$ cat src/rtl/parity_stream_unit_pkg.sv
// Shared types and helpers for the parity stream unit and its word generator.
package parity_pkg;

  // Frame tracking states.
  typedef enum logic [1:0] {
    IDLE   = 2'd0,
    ACCUM  = 2'd1,
    REPORT = 2'd2
  } state_t;

  // Widest data word the parity helper accepts; narrower words are zero-extended.
  localparam int PAR_MAX_W = 64;

  // Reduction XOR of a zero-extended word, inverted for odd parity.
  function automatic logic parity_of(input logic [PAR_MAX_W-1:0] data, input logic odd);
    return (^data) ^ odd;
  endfunction

endpackage

$ cat src/rtl/parity_stream_unit_if.sv
// Word stream bus: input handshake plus registered output stage.
interface parity_stream_unit_if #(
  parameter int DATA_W = 7
);
  logic              in_valid;
  logic              in_ready;
  logic [DATA_W-1:0] in_data;
  logic              in_par;
  logic              out_valid;
  logic              out_ready;
  logic [DATA_W:0]   out_data;
  logic              word_err;

  modport master (
    output in_valid, in_data, in_par, out_ready,
    input  in_ready, out_valid, out_data, word_err
  );

  modport slave (
    input  in_valid, in_data, in_par, out_ready,
    output in_ready, out_valid, out_data, word_err
  );
endinterface

$ cat src/rtl/parity_stream_unit_word_gen.sv
// Combinational per-word parity generator and received-parity checker.
module parity_word_gen
  import parity_pkg::*;
#(
  parameter int DATA_W = 7
) (
  input  logic [DATA_W-1:0] i_data,
  input  logic              i_odd,
  input  logic              i_par,
  output logic              o_gen_par,
  output logic              o_mismatch
);

  logic [PAR_MAX_W-1:0] w_data_ext;

  // Zero-extend the word, generate parity and compare with the received bit.
  always_comb begin
    w_data_ext               = '0;
    w_data_ext[DATA_W-1:0]   = i_data;
    o_gen_par                = parity_of(w_data_ext, i_odd);
    o_mismatch               = (i_par != o_gen_par);
  end

endmodule

$ cat src/rtl/parity_stream_unit.sv
// Streaming parity unit: per-word parity append/check through a one-entry
// output register, plus frame-level parity/error reporting and an error count.
module parity_stream_unit
  import parity_pkg::*;
#(
  parameter int DATA_W    = 7,
  parameter int FRAME_LEN = 8,
  parameter int CNT_W     = 8
) (
  input  logic                 clk,
  input  logic                 rst_n,
  input  logic                 clr,
  input  logic                 mode_odd,
  parity_stream_unit_if.slave  bus,
  output logic                 frame_done,
  output logic                 frame_par,
  output logic                 frame_err,
  output logic [CNT_W-1:0]     err_cnt
);

  localparam int               IDX_W    = $clog2(FRAME_LEN);
  localparam logic [IDX_W-1:0] LAST_IDX = IDX_W'(FRAME_LEN - 1);
  localparam logic [CNT_W-1:0] CNT_MAX  = {CNT_W{1'b1}};
  localparam logic [1:0]       S_IDLE   = IDLE;
  localparam logic [1:0]       S_ACCUM  = ACCUM;
  localparam logic [1:0]       S_REPORT = REPORT;

  logic              w_gen_par;
  logic              w_mismatch;
  logic              w_data_par;
  logic              w_in_ready;
  logic              w_accept;

  logic              r_out_valid;
  logic [DATA_W:0]   r_out_data;
  logic              r_word_err;

  logic [1:0]        r_state;
  logic [IDX_W-1:0]  r_idx;
  logic              r_par_acc;
  logic              r_err_acc;
  logic              r_frame_done;
  logic              r_frame_par;
  logic              r_frame_err;
  logic [CNT_W-1:0]  r_err_cnt;

  logic [1:0]        w_state_nxt;
  logic [IDX_W-1:0]  w_idx_nxt;
  logic              w_par_acc_nxt;
  logic              w_err_acc_nxt;
  logic              w_report_load;
  logic              w_final_par;
  logic              w_final_err;

  parity_word_gen #(.DATA_W(DATA_W)) u_word_gen (
    .i_data     (bus.in_data),
    .i_odd      (mode_odd),
    .i_par      (bus.in_par),
    .o_gen_par  (w_gen_par),
    .o_mismatch (w_mismatch)
  );

  // Mode-independent data parity feeds the frame accumulator.
  assign w_data_par = w_gen_par ^ mode_odd;

  // Ready depends only on state and the output register, never on in_valid.
  assign w_in_ready = rst_n && (r_state != S_REPORT) && (!r_out_valid || bus.out_ready);
  assign w_accept   = bus.in_valid && w_in_ready;

  assign bus.in_ready  = w_in_ready;
  assign bus.out_valid = r_out_valid;
  assign bus.out_data  = r_out_data;
  assign bus.word_err  = r_word_err;
  assign frame_done    = r_frame_done;
  assign frame_par     = r_frame_par;
  assign frame_err     = r_frame_err;
  assign err_cnt       = r_err_cnt;

  // One-entry output register: load on accept, drain on handshake, else hold.
  always_ff @(posedge clk or negedge rst_n) begin
    if (!rst_n) begin
      r_out_valid <= 1'b0;
      r_out_data  <= '0;
      r_word_err  <= 1'b0;
    end else if (w_accept) begin
      r_out_valid <= 1'b1;
      r_out_data  <= {w_gen_par, bus.in_data};
      r_word_err  <= w_mismatch;
    end else if (bus.out_ready) begin
      r_out_valid <= 1'b0;
    end
  end

  // Frame next-state: clr discards the frame; the last accept moves to REPORT.
  always_comb begin
    w_state_nxt   = r_state;
    w_idx_nxt     = r_idx;
    w_par_acc_nxt = r_par_acc;
    w_err_acc_nxt = r_err_acc;
    w_report_load = 1'b0;
    w_final_par   = r_par_acc ^ w_data_par;
    w_final_err   = r_err_acc | w_mismatch;
    if (clr) begin
      w_state_nxt   = S_IDLE;
      w_idx_nxt     = '0;
      w_par_acc_nxt = 1'b0;
      w_err_acc_nxt = 1'b0;
    end else begin
      case (r_state)
        S_IDLE: begin
          if (w_accept) begin
            w_state_nxt   = S_ACCUM;
            w_idx_nxt     = IDX_W'(1);
            w_par_acc_nxt = w_data_par;
            w_err_acc_nxt = w_mismatch;
          end else begin
            w_state_nxt   = S_IDLE;
          end
        end
        S_ACCUM: begin
          if (w_accept) begin
            if (r_idx == LAST_IDX) begin
              w_state_nxt   = S_REPORT;
              w_report_load = 1'b1;
            end else begin
              w_idx_nxt     = r_idx + IDX_W'(1);
            end
            w_par_acc_nxt = w_final_par;
            w_err_acc_nxt = w_final_err;
          end else begin
            w_state_nxt   = S_ACCUM;
          end
        end
        S_REPORT: begin
          w_state_nxt   = S_IDLE;
          w_idx_nxt     = '0;
          w_par_acc_nxt = 1'b0;
          w_err_acc_nxt = 1'b0;
        end
        default: begin
          w_state_nxt   = S_IDLE;
          w_idx_nxt     = '0;
          w_par_acc_nxt = 1'b0;
          w_err_acc_nxt = 1'b0;
        end
      endcase
    end
  end

  // Frame registers; the report outputs hold until the next completed frame.
  always_ff @(posedge clk or negedge rst_n) begin
    if (!rst_n) begin
      r_state      <= S_IDLE;
      r_idx        <= '0;
      r_par_acc    <= 1'b0;
      r_err_acc    <= 1'b0;
      r_frame_done <= 1'b0;
      r_frame_par  <= 1'b0;
      r_frame_err  <= 1'b0;
    end else begin
      r_state      <= w_state_nxt;
      r_idx        <= w_idx_nxt;
      r_par_acc    <= w_par_acc_nxt;
      r_err_acc    <= w_err_acc_nxt;
      r_frame_done <= w_report_load;
      if (w_report_load) begin
        r_frame_par <= w_final_par;
        r_frame_err <= w_final_err;
      end
    end
  end

  // Saturating count of accepted mismatching words; clr takes priority.
  always_ff @(posedge clk or negedge rst_n) begin
    if (!rst_n) begin
      r_err_cnt <= '0;
    end else if (clr) begin
      r_err_cnt <= '0;
    end else if (w_accept && w_mismatch && (r_err_cnt != CNT_MAX)) begin
      r_err_cnt <= r_err_cnt + CNT_W'(1);
    end
  end

endmodule

$ cat src/flat_wrapper.sv
// flat-port wrapper written by rule: the top's interface ports become plain ports
module parity_stream_unit_flat import parity_pkg::*;
#(
  parameter int DATA_W    = 7,
  parameter int FRAME_LEN = 8,
  parameter int CNT_W     = 8
)
  (clk, rst_n, clr, mode_odd, frame_done, frame_par, frame_err, err_cnt, bus_in_valid, bus_in_data, bus_in_par, bus_out_ready, bus_in_ready, bus_out_valid, bus_out_data, bus_word_err);
  parity_stream_unit_if #(.DATA_W(DATA_W)) bus_i ();
  input  logic clk;
  input  logic rst_n;
  input  logic clr;
  input  logic mode_odd;
  output logic frame_done;
  output logic frame_par;
  output logic frame_err;
  output logic [CNT_W-1:0] err_cnt;
  input wire logic [$bits(bus_i.in_valid)-1:0] bus_in_valid;
  input wire logic [$bits(bus_i.in_data)-1:0] bus_in_data;
  input wire logic [$bits(bus_i.in_par)-1:0] bus_in_par;
  input wire logic [$bits(bus_i.out_ready)-1:0] bus_out_ready;
  output wire logic [$bits(bus_i.in_ready)-1:0] bus_in_ready;
  output wire logic [$bits(bus_i.out_valid)-1:0] bus_out_valid;
  output wire logic [$bits(bus_i.out_data)-1:0] bus_out_data;
  output wire logic [$bits(bus_i.word_err)-1:0] bus_word_err;
  assign bus_i.in_valid = bus_in_valid;
  assign bus_i.in_data = bus_in_data;
  assign bus_i.in_par = bus_in_par;
  assign bus_i.out_ready = bus_out_ready;
  assign bus_in_ready = bus_i.in_ready;
  assign bus_out_valid = bus_i.out_valid;
  assign bus_out_data = bus_i.out_data;
  assign bus_word_err = bus_i.word_err;
  parity_stream_unit #(.DATA_W(DATA_W), .FRAME_LEN(FRAME_LEN), .CNT_W(CNT_W)) u_core (.clk(clk), .rst_n(rst_n), .clr(clr), .mode_odd(mode_odd), .bus(bus_i), .frame_done(frame_done), .frame_par(frame_par), .frame_err(frame_err), .err_cnt(err_cnt));
endmodule
$ cat config.mk
export PLATFORM = sky130hd
export DESIGN_NAME = parity_stream_unit_flat
export DESIGN_NICKNAME = d
export VERILOG_FILES = /design/src/rtl/parity_stream_unit_pkg.sv /design/src/rtl/parity_stream_unit_if.sv /design/src/rtl/parity_stream_unit_word_gen.sv /design/src/rtl/parity_stream_unit.sv /design/src/flat_wrapper.sv
export SDC_FILE = /design/constraint.sdc
export NUM_CORES = 1
export LEC_CHECK = 0
export BUFFER_PORTS_ARGS = -buffer_cell sky130_fd_sc_hd__buf_2
export CELL_PAD_IN_SITES_DETAIL_PLACEMENT = 1
export CELL_PAD_IN_SITES_GLOBAL_PLACEMENT = 1
export CORE_MARGIN = 5
export CORE_UTILIZATION = 40
export CTS_CLUSTER_DIAMETER = 40
export CTS_CLUSTER_SIZE = 30
export DETAILED_ROUTE_END_ITERATION = 10
export PLACE_DENSITY_LB_ADDON = 0.1
export SYNTH_ARGS = -nofsm -noshare
export SYNTH_HDL_FRONTEND = slang
export SYNTH_HIERARCHICAL = 1
export SYNTH_SLANG_ARGS = --single-unit
$ cat constraint.sdc
create_clock -name clk -period 2.2 [get_ports clk]
set_input_delay 0.44 -clock clk [delete_from_list [all_inputs] [get_ports clk]]
set_output_delay 0.44 -clock clk [all_outputs]
set_load 0.03 [all_outputs]
==> insert_results.sql, run 1 <==
INSERT INTO impl_metrics (metric_group, metric, value, unit) VALUES
('worst_setup_path', 'crit_path_top_delay_cell', 'o41ai_1', ''),
('timing', 'upper_clock_frequency_limit', '0.481', 'GHz'),
('logic_synthesis', 'synth-seq-cells', '28', ''),
('worst_setup_path', 'r2r.worst_path.cells', '5', ''),
('logic_synthesis', 'post_synth_most_frequent_cells', 'nand2_1 (32), dfrtp_1 (28), a21oi_1 (9), nor2_1 (7)', ''),
('worst_setup_path', 'critical_path.max_fanout', '7', ''),
('pwr', 'combinationalPowerShare', '0.268', ''),
('clock_network', 'htree_num_levels', '1', ''),
('layout', 'post_route_cells_drive_above_1_share', '0.339', ''),
('timing', 'final_period_utilization', '0.946', ''),
('worst_setup_path', 'worst-r2r-setup-slack', '0.30', 'ns'),
('route', 'drt_wl_total', '3.78', 'mm'),
('clock_network', 'clock-sinks', '28', ''),
('flow_run', 'maxCapViolCount', '0', ''),
('timing', 'period_needed', '2.08', 'ns'),
('logic_synthesis', 'mappedNetlistNets', '165', ''),
('worst_setup_path', 'critPathLaunchType', 'input pin', ''),
('clock_network', 'bufs_on_longest_clock_path', '2', ''),
('global_routing', 'grt_start_max_net_pins', '19', ''),
('placed_design', 'io_buffers', '35', ''),
('timing', 'setup-tns-final', '0', 'ns'),
('layout', 'net_count_final', '210', ''),
('placed_design', 'placedInstanceArea', '1730', 'um2'),
('die', 'die-area', '5010', 'um2'),
('worst_setup_path', 'crit_buf_inv', '2', ''),
('timing', 'finClkSkew', '0.00946', 'ns'),
('die', 'initial_core_util', '0.407', ''),
('global_routing', 'antenna_violations_before_repair', '0', ''),
('logic_synthesis', 'synth_ff_type', 'dfrtp_1', ''),
('route', 'dr_total_vias', '1254', ''),
('status', 'run_status', 'completed', ''),
('global_routing', 'total_gr_overflow', '0', ''),
('logic_synthesis', 'netlist.area_leader.share', '0.474', ''),
('worst_setup_path', 'type_of_the_worst_setup_path', 'input pin to register', ''),
('timing', 'final-hold-violation-count', '0', ''),
('pwr', 'clock_power_share', '0.297', ''),
('worst_setup_path', 'crit_path_frequent_cell', 'xnor2_1', ''),
('worst_setup_path', 'worstReg2RegStart', 'u_core/err_cnt[0]', ''),
('logic_synthesis', 'synth-adder-area-share', '0.0254', ''),
('die', 'dieWidth', '70.8', 'um'),
('die', 'rows', '22', ''),
('logic_synthesis', 'yosysWarnings', '6', ''),
('route', 'vias_per_cell', '5.23', ''),
('global_routing', 'grt_pass1_wl', '6.26', 'mm'),
('clock_network', 'clock_tree_from_tritoncts', 'done', ''),
('global_routing', 'first_global_vias', '1328', ''),
('timing', 'worst_slew_margin_relative_to_its_limit', '0.566', ''),
('die', 'core-area', '3630', 'um2'),
('logic_synthesis', 'synth_largest_area_cell', 'dfrtp_1', ''),
('logic_synthesis', 'ys_top_cells_by_area', 'dfrtp_1 (47%), nand2_1 (8.1%), xnor2_1 (3.6%), a21oi_1 (3.0%), nand4_4 (2.9%)', ''),
('route', 'drt_iter0_markers', '48', ''),
('timing', 'grt_setup_unrepaired', 'true', ''),
('route', 'drcViolationCount', '0', ''),
('clock_network', 'clkSlewWorstSetupHoldPaths', '0.10', 'ns'),
('logic_synthesis', 'synth.avg_cell_area', '9.99', 'um2'),
('logic_synthesis', 'synth_top_family_by_area', 'simple AND/OR/NAND/NOR gates', ''),
('logic_synthesis', 'synthesis.area', '1480', 'um2'),
('route', 'pre_antenna_drt_iters', '3', ''),
('hold_path', 'hold_path.class', 'input pin to asynchronous set/reset pin', ''),
('die', 'design.portCount', '36', ''),
('worst_setup_path', 'worst_path_dominant_cell_family', 'XOR/XNOR gates', ''),
('clock_network', 'cts_inserted_buffers', '3', ''),
('logic_synthesis', 'synth_sequential_area_ratio', '0.474', ''),
('clock_network', 'clock_insertion_delay_worst_skew', '0.28', 'ns'),
('logic_synthesis', 'synth_mux_area_frac', '0.0288', ''),
('pwr', 'power.static_leakage', '0.888', 'nW'),
('logic_synthesis', 'synth-xor-area-share', '0.0685', ''),
('worst_setup_path', 'critPathMaxStageDelay', '0.34', 'ns'),
('placed_design', 'hpwl_after_detailed_placement', '2.88', 'mm'),
('pwr', 'p_sw_frac', '0.309', ''),
('worst_setup_path', 'timing.critical_path.arrival', '2.23', 'ns');
per-layer routing:
metal / track usage / vias to the layer above / part of all wire
li1: - / 603 / -
met1: 0.176 / 626 / 0.40
met2: 0.289 / 20 / 0.54
met3: 0.0412 / 5 / 0.044
met4: 0.0564 / 0 / 0.015
met5: 0 / - / 0
worst max-delay path by stage:
stage / start / to / depth (start not counted)
global placement: bus_in_data[3] / u_core/err_cnt[5] / 8
global route: bus_in_data[1] / u_core/err_cnt[7] / 9
finish: bus_in_data[1] / u_core/err_cnt[7] / 9
CTS: bus_in_data[3] / u_core/err_cnt[5] / 8
floorplan: bus_in_data[3] / u_core/err_cnt[5] / 7
detailed placement: bus_in_data[3] / u_core/err_cnt[5] / 8
cell type report:
| type | count | area [um2] |
|---|---|---|
| Timing Repair Buffer | 46 | 262 |
| Fill cell | 444 | 1780 |
| Multi-Input combinational cell | 110 | 748 |
| Tap cell | 48 | 60.1 |
| Clock buffer | 3 | 41.3 |
| Clock inverter | 1 | 30.0 |
| Inverter | 4 | 15.0 |
| Sequential cell | 28 | 701 |
what timing repair did:
action	CTS	global route
gates resized for setup	1	6
buffers inserted	0	2
pin swaps	0	6
setup endpoints to repair	1	6
power by group through the flow:
stage	combinational [mW]	sequential (mW)	clock (mW)
final	0.366	0.594	0.406
after global placement	0.343	0.598	0
after detailed placement	0.354	0.602	0
after global routing	0.403	0.600	0.440
after CTS	0.356	0.593	0.418
after floorplan	0.153	0.671	0
sequential cells by signal, summed over array words and instances (netlist names):
register,count
u_core/bus.word_err,1
u_core/err_cnt,8
u_core/bus.out_data,8
u_core/frame_done,1
u_core/bus.out_valid,1
u_core/r_state,2
u_core/r_err_acc,1
u_core/frame_par,1
u_core/r_idx,3
u_core/frame_err,1
u_core/r_par_acc,1
cells by family after synthesis:
kind of cell    Yosys count
compound gates           20
xor+xnor                 10
simple gates             73
fa+ha+maj                 3
flops                    28
mux                       4
buf+inv                  10
through the flow:
stage,cells,util,worst slack [ns]
floorplan,148,-,0.0180
global placement,234,0.477,-0.171
detailed placement,234,0.477,-0.245
CTS,238,0.498,0.0249
global route,240,0.511,-0.0267
finish,240,0.511,0.120
placed cells by master, fill, tap and decap left out, types with 2 or more instances in the layout:
cell,synthesis,layout
a21oi_1,9,8
a31oi_1,2,2
and4_2,2,2
buf_2,3,35
buf_4,0,10
clkbuf_8,0,3
dfrtp_1,28,28
ha_1,3,3
inv_1,4,4
mux2_2,2,2
mux2i_1,2,2
nand2_1,32,32
nand3_1,6,6
nand3b_1,3,3
nand4_1,2,2
nand4_4,2,2
nand4b_1,2,2
nor2_1,7,7
nor3_1,3,3
o21ai_0,4,4
o31ai_1,2,2
or4_1,2,2
xnor2_1,6,6
xor2_1,3,3
Power figures use the tool's default switching activity.
==> inputs of run 2 (changes only) <==
--- a/config.mk
+++ b/config.mk
@@ -8,7 +8,6 @@
 export BUFFER_PORTS_ARGS = -buffer_cell sky130_fd_sc_hd__buf_2
 export CELL_PAD_IN_SITES_DETAIL_PLACEMENT = 1
 export CELL_PAD_IN_SITES_GLOBAL_PLACEMENT = 1
-export CORE_MARGIN = 5
 export CORE_UTILIZATION = 40
 export CTS_CLUSTER_DIAMETER = 40
 export CTS_CLUSTER_SIZE = 30
==> constraint.sdc (replaced) <==
create_clock -name clk -period 2 [get_ports clk]
set_input_delay 0.4 -clock clk [delete_from_list [all_inputs] [get_ports clk]]
set_output_delay 0.4 -clock clk [all_outputs]
set_load 0.03 [all_outputs]
==> run 2 against run 1 <==
  * Wire length grew 11%
  * Final cell count grew 0.42%
  * Largest power group unchanged
  * Register-to-register slack worse by 0.10 ns
  * Non-clock buffer count increased by 3
  * Largest cell class unchanged
==> insert_results.sql, run 2 (synthesis gave the netlist of run 1 again) <==
INSERT INTO impl_metrics (metric_group, metric, value, unit) VALUES
('status', 'run_status', 'completed', ''),
('die', 'dieWidth', '62.8', 'um'),
('layout', 'flow.area_growth_from_synthesis', '31.5', '%'),
('pwr', 'clock_power_share', '0.244', ''),
('route', 'pre_antenna_drt_iters', '6', ''),
('pwr', 'register_share_of_total_power', '0.445', ''),
('layout', 'postLayoutCoreUtil', '0.565', ''),
('die', 'initial_core_util', '0.430', ''),
('worst_setup_path', 'worstSetupEndpointType', 'register', ''),
('pwr', 'combinationalPowerShare', '0.311', ''),
('global_routing', 'grt_start_max_net_pins', '18', ''),
('worst_setup_path', 'timing.critical_path.arrival', '2.19', 'ns'),
('flow_run', 'maxCapViolCount', '0', ''),
('clock_network', 'clkSlewWorstSetupHoldPaths', '0.09', 'ns'),
('route', 'antenna_left', '0', ''),
('timing', 'worst_slew_margin_relative_to_its_limit', '0.717', ''),
('placed_design', 'hpwl_after_detailed_placement', '3.00', 'mm'),
('pwr', 'p_sw_frac', '0.333', ''),
('timing', 'maxSlewViolCount', '0', ''),
('die', 'die-height', '62.8', 'um'),
('clock_network', 'bufs_on_longest_clock_path', '2', ''),
('global_routing', 'grt_pass1_wl', '6.87', 'mm'),
('placed_design', 'io_buffers', '35', ''),
('clock_network', 'clock-sinks', '28', ''),
('pwr', 'p_total', '1.45', 'mW'),
('hold_path', 'hold_path.class', 'input pin to register', ''),
('worst_setup_path', 'critPathLaunchType', 'input pin', ''),
('timing', 'max_slew.worst_pin.slew', '0.425', 'ns'),
('global_routing', 'grt.total_usage', '0.221', ''),
('timing', 'setup-tns-final', '0', 'ns'),
('timing', 'upper_clock_frequency_limit', '0.504', 'GHz'),
('placed_design', 'gp_routability_congestion', '0.810', ''),
('clock_network', 'htree_num_levels', '1', ''),
('clock_network', 'clock_tree_from_tritoncts', 'done', ''),
('die', 'design.portCount', '36', ''),
('route', 'routedWlPerCell', '17.4', 'um'),
('pwr', 'power.static_leakage', '0.935', 'nW'),
('clock_network', 'cts_inserted_buffers', '3', ''),
('pwr', 'power-per-cell-area', '746', 'nW/um2'),
('die', 'core-area', '3440', 'um2'),
('route', 'drcViolationCount', '0', ''),
('pwr', 'vdd.ir_drop.worst', '494', 'uV'),
('route', 'drt_iter0_markers', '44', ''),
('layout', 'final_common_cell', 'nand2_1', ''),
('global_routing', 'first_global_vias', '1404', ''),
('worst_setup_path', 'type_of_the_worst_setup_path', 'input pin to register', ''),
('timing', 'final-hold-violation-count', '0', ''),
('die', 'rows', '21', ''),
('pwr', 'internal_power', '0.967', 'mW'),
('route', 'drt_wl_total', '4.19', 'mm'),
('worst_setup_path', 'critical_path.max_fanout', '8', ''),
('worst_setup_path', 'worst-endpoint-required', '2.21', 'ns'),
('clock_network', 'root_buffer', 'clkbuf_8', ''),
('layout', 'layout.cells.most_common_list', 'nand2_1 (32), buf_2 (31), dfrtp_1 (28)', ''),
('timing', 'final-setup-viol-count', '0', ''),
('layout', 'post_route_cells_drive_above_1_share', '0.385', ''),
('route', 'dr_total_vias', '1313', ''),
('route', 'vias_per_cell', '5.45', ''),
('global_routing', 'total_gr_overflow', '0', ''),
('die', 'die-area', '3940', 'um2'),
('timing', 'finClkSkew', '0.00254', 'ns'),
('layout', 'net_count_final', '213', ''),
('timing', 'period_needed', '1.98', 'ns'),
('clock_network', 'clock_insertion_delay_worst_skew', '0.28', 'ns'),
('layout', 'nFillCells', '395', ''),
('pwr', 'netSwitchingPower', '0.483', 'mW'),
('timing', 'final_period_utilization', '0.992', ''),
('global_routing', 'antenna_violations_before_repair', '0', ''),
('layout', 'n_antenna_cell', '0', '');
-- run 2: per-stage QoR --
step / setup slack, ns / instance area, um2 / instances / hold WS (ns)
after CTS: 0.00272 / 1860 / 240 / 0.336
after detailed placement: -0.312 / 1770 / 235 / 0.253
after floorplan: 0.00109 / 1500 / 148 / 0.104
after global routing: -0.00666 / 1940 / 241 / 0.347
after global placement: -0.207 / 1770 / 235 / 0.257
final: 0.0151 / 1940 / 241 / 0.338
-- run 2: power groups by stage --
stage / clock network [mW] / logic (mW) / registers [mW]
CTS: 0.364 / 0.418 / 0.645
global route: 0.389 / 0.479 / 0.650
finish: 0.355 / 0.451 / 0.645
global placement: 0 / 0.389 / 0.650
floorplan: 0 / 0.174 / 0.738
detailed placement: 0 / 0.405 / 0.656
-- run 2: path summary, 6_finish.rpt --
check | start | to | slack (ns) | cells past startpoint
setup / recovery | bus_in_data[4] | u_core/err_cnt[6] | 0.02 | 8
hold / removal | bus_in_data[0] | u_core/bus.out_data[0] | 0.34 | 3
setup reg to reg | u_core/err_cnt[0] | u_core/err_cnt[5] | 0.20 | 5
hold reg to reg | u_core/bus.out_data[4] | u_core/bus.out_data[4] | 0.49 | 2
max in group asynchronous | rst_n | u_core/bus.out_data[7] | 1.01 | 3
min in group asynchronous | rst_n | u_core/err_cnt[6] | 0.55 | 2
-- run 2: area by class of cell --
cell class              count  area [um2]  share of cell area
clock buffers               4        55.1              0.0283
repair buffers             49         300               0.154
inverters                   4        15.0             0.00772
multi-input cells         110         816               0.420
flip-flops and latches     28         701               0.360
well taps                  46        57.6              0.0296
-- run 2: what timing repair did --
action | CTS | global route
hold buffers | 1 | 0
resized for setup | 4 | 14
hold endpoints to repair | 1 | 0
pin swaps | 2 | 6
buffers inserted | 0 | 1
setup endpoints to repair | 1 | 6
-- run 2: critical path, stage by stage --
cell and delay (ns):
buf_4 0.13, xnor2_4 0.14, xnor2_2 0.15, xnor3_1 0.31, and2_4 0.16, nand4_4 0.17
or4_4 0.58, a21oi_2 0.13
-- run 2: metal layers --
| layer | wire length (um) | GRT usage | vias up | share of wire |
|---|---|---|---|---|
| met1 | 1800 | 0.272 | 666 | 0.43 |
| met5 | 0 | 0 | - | 0 |
| met4 | 38 | 0.0494 | 0 | 0.0091 |
| met2 | 2240 | 0.394 | 32 | 0.54 |
| li1 | - | - | 611 | - |
| met3 | 110 | 0.0456 | 4 | 0.026 |
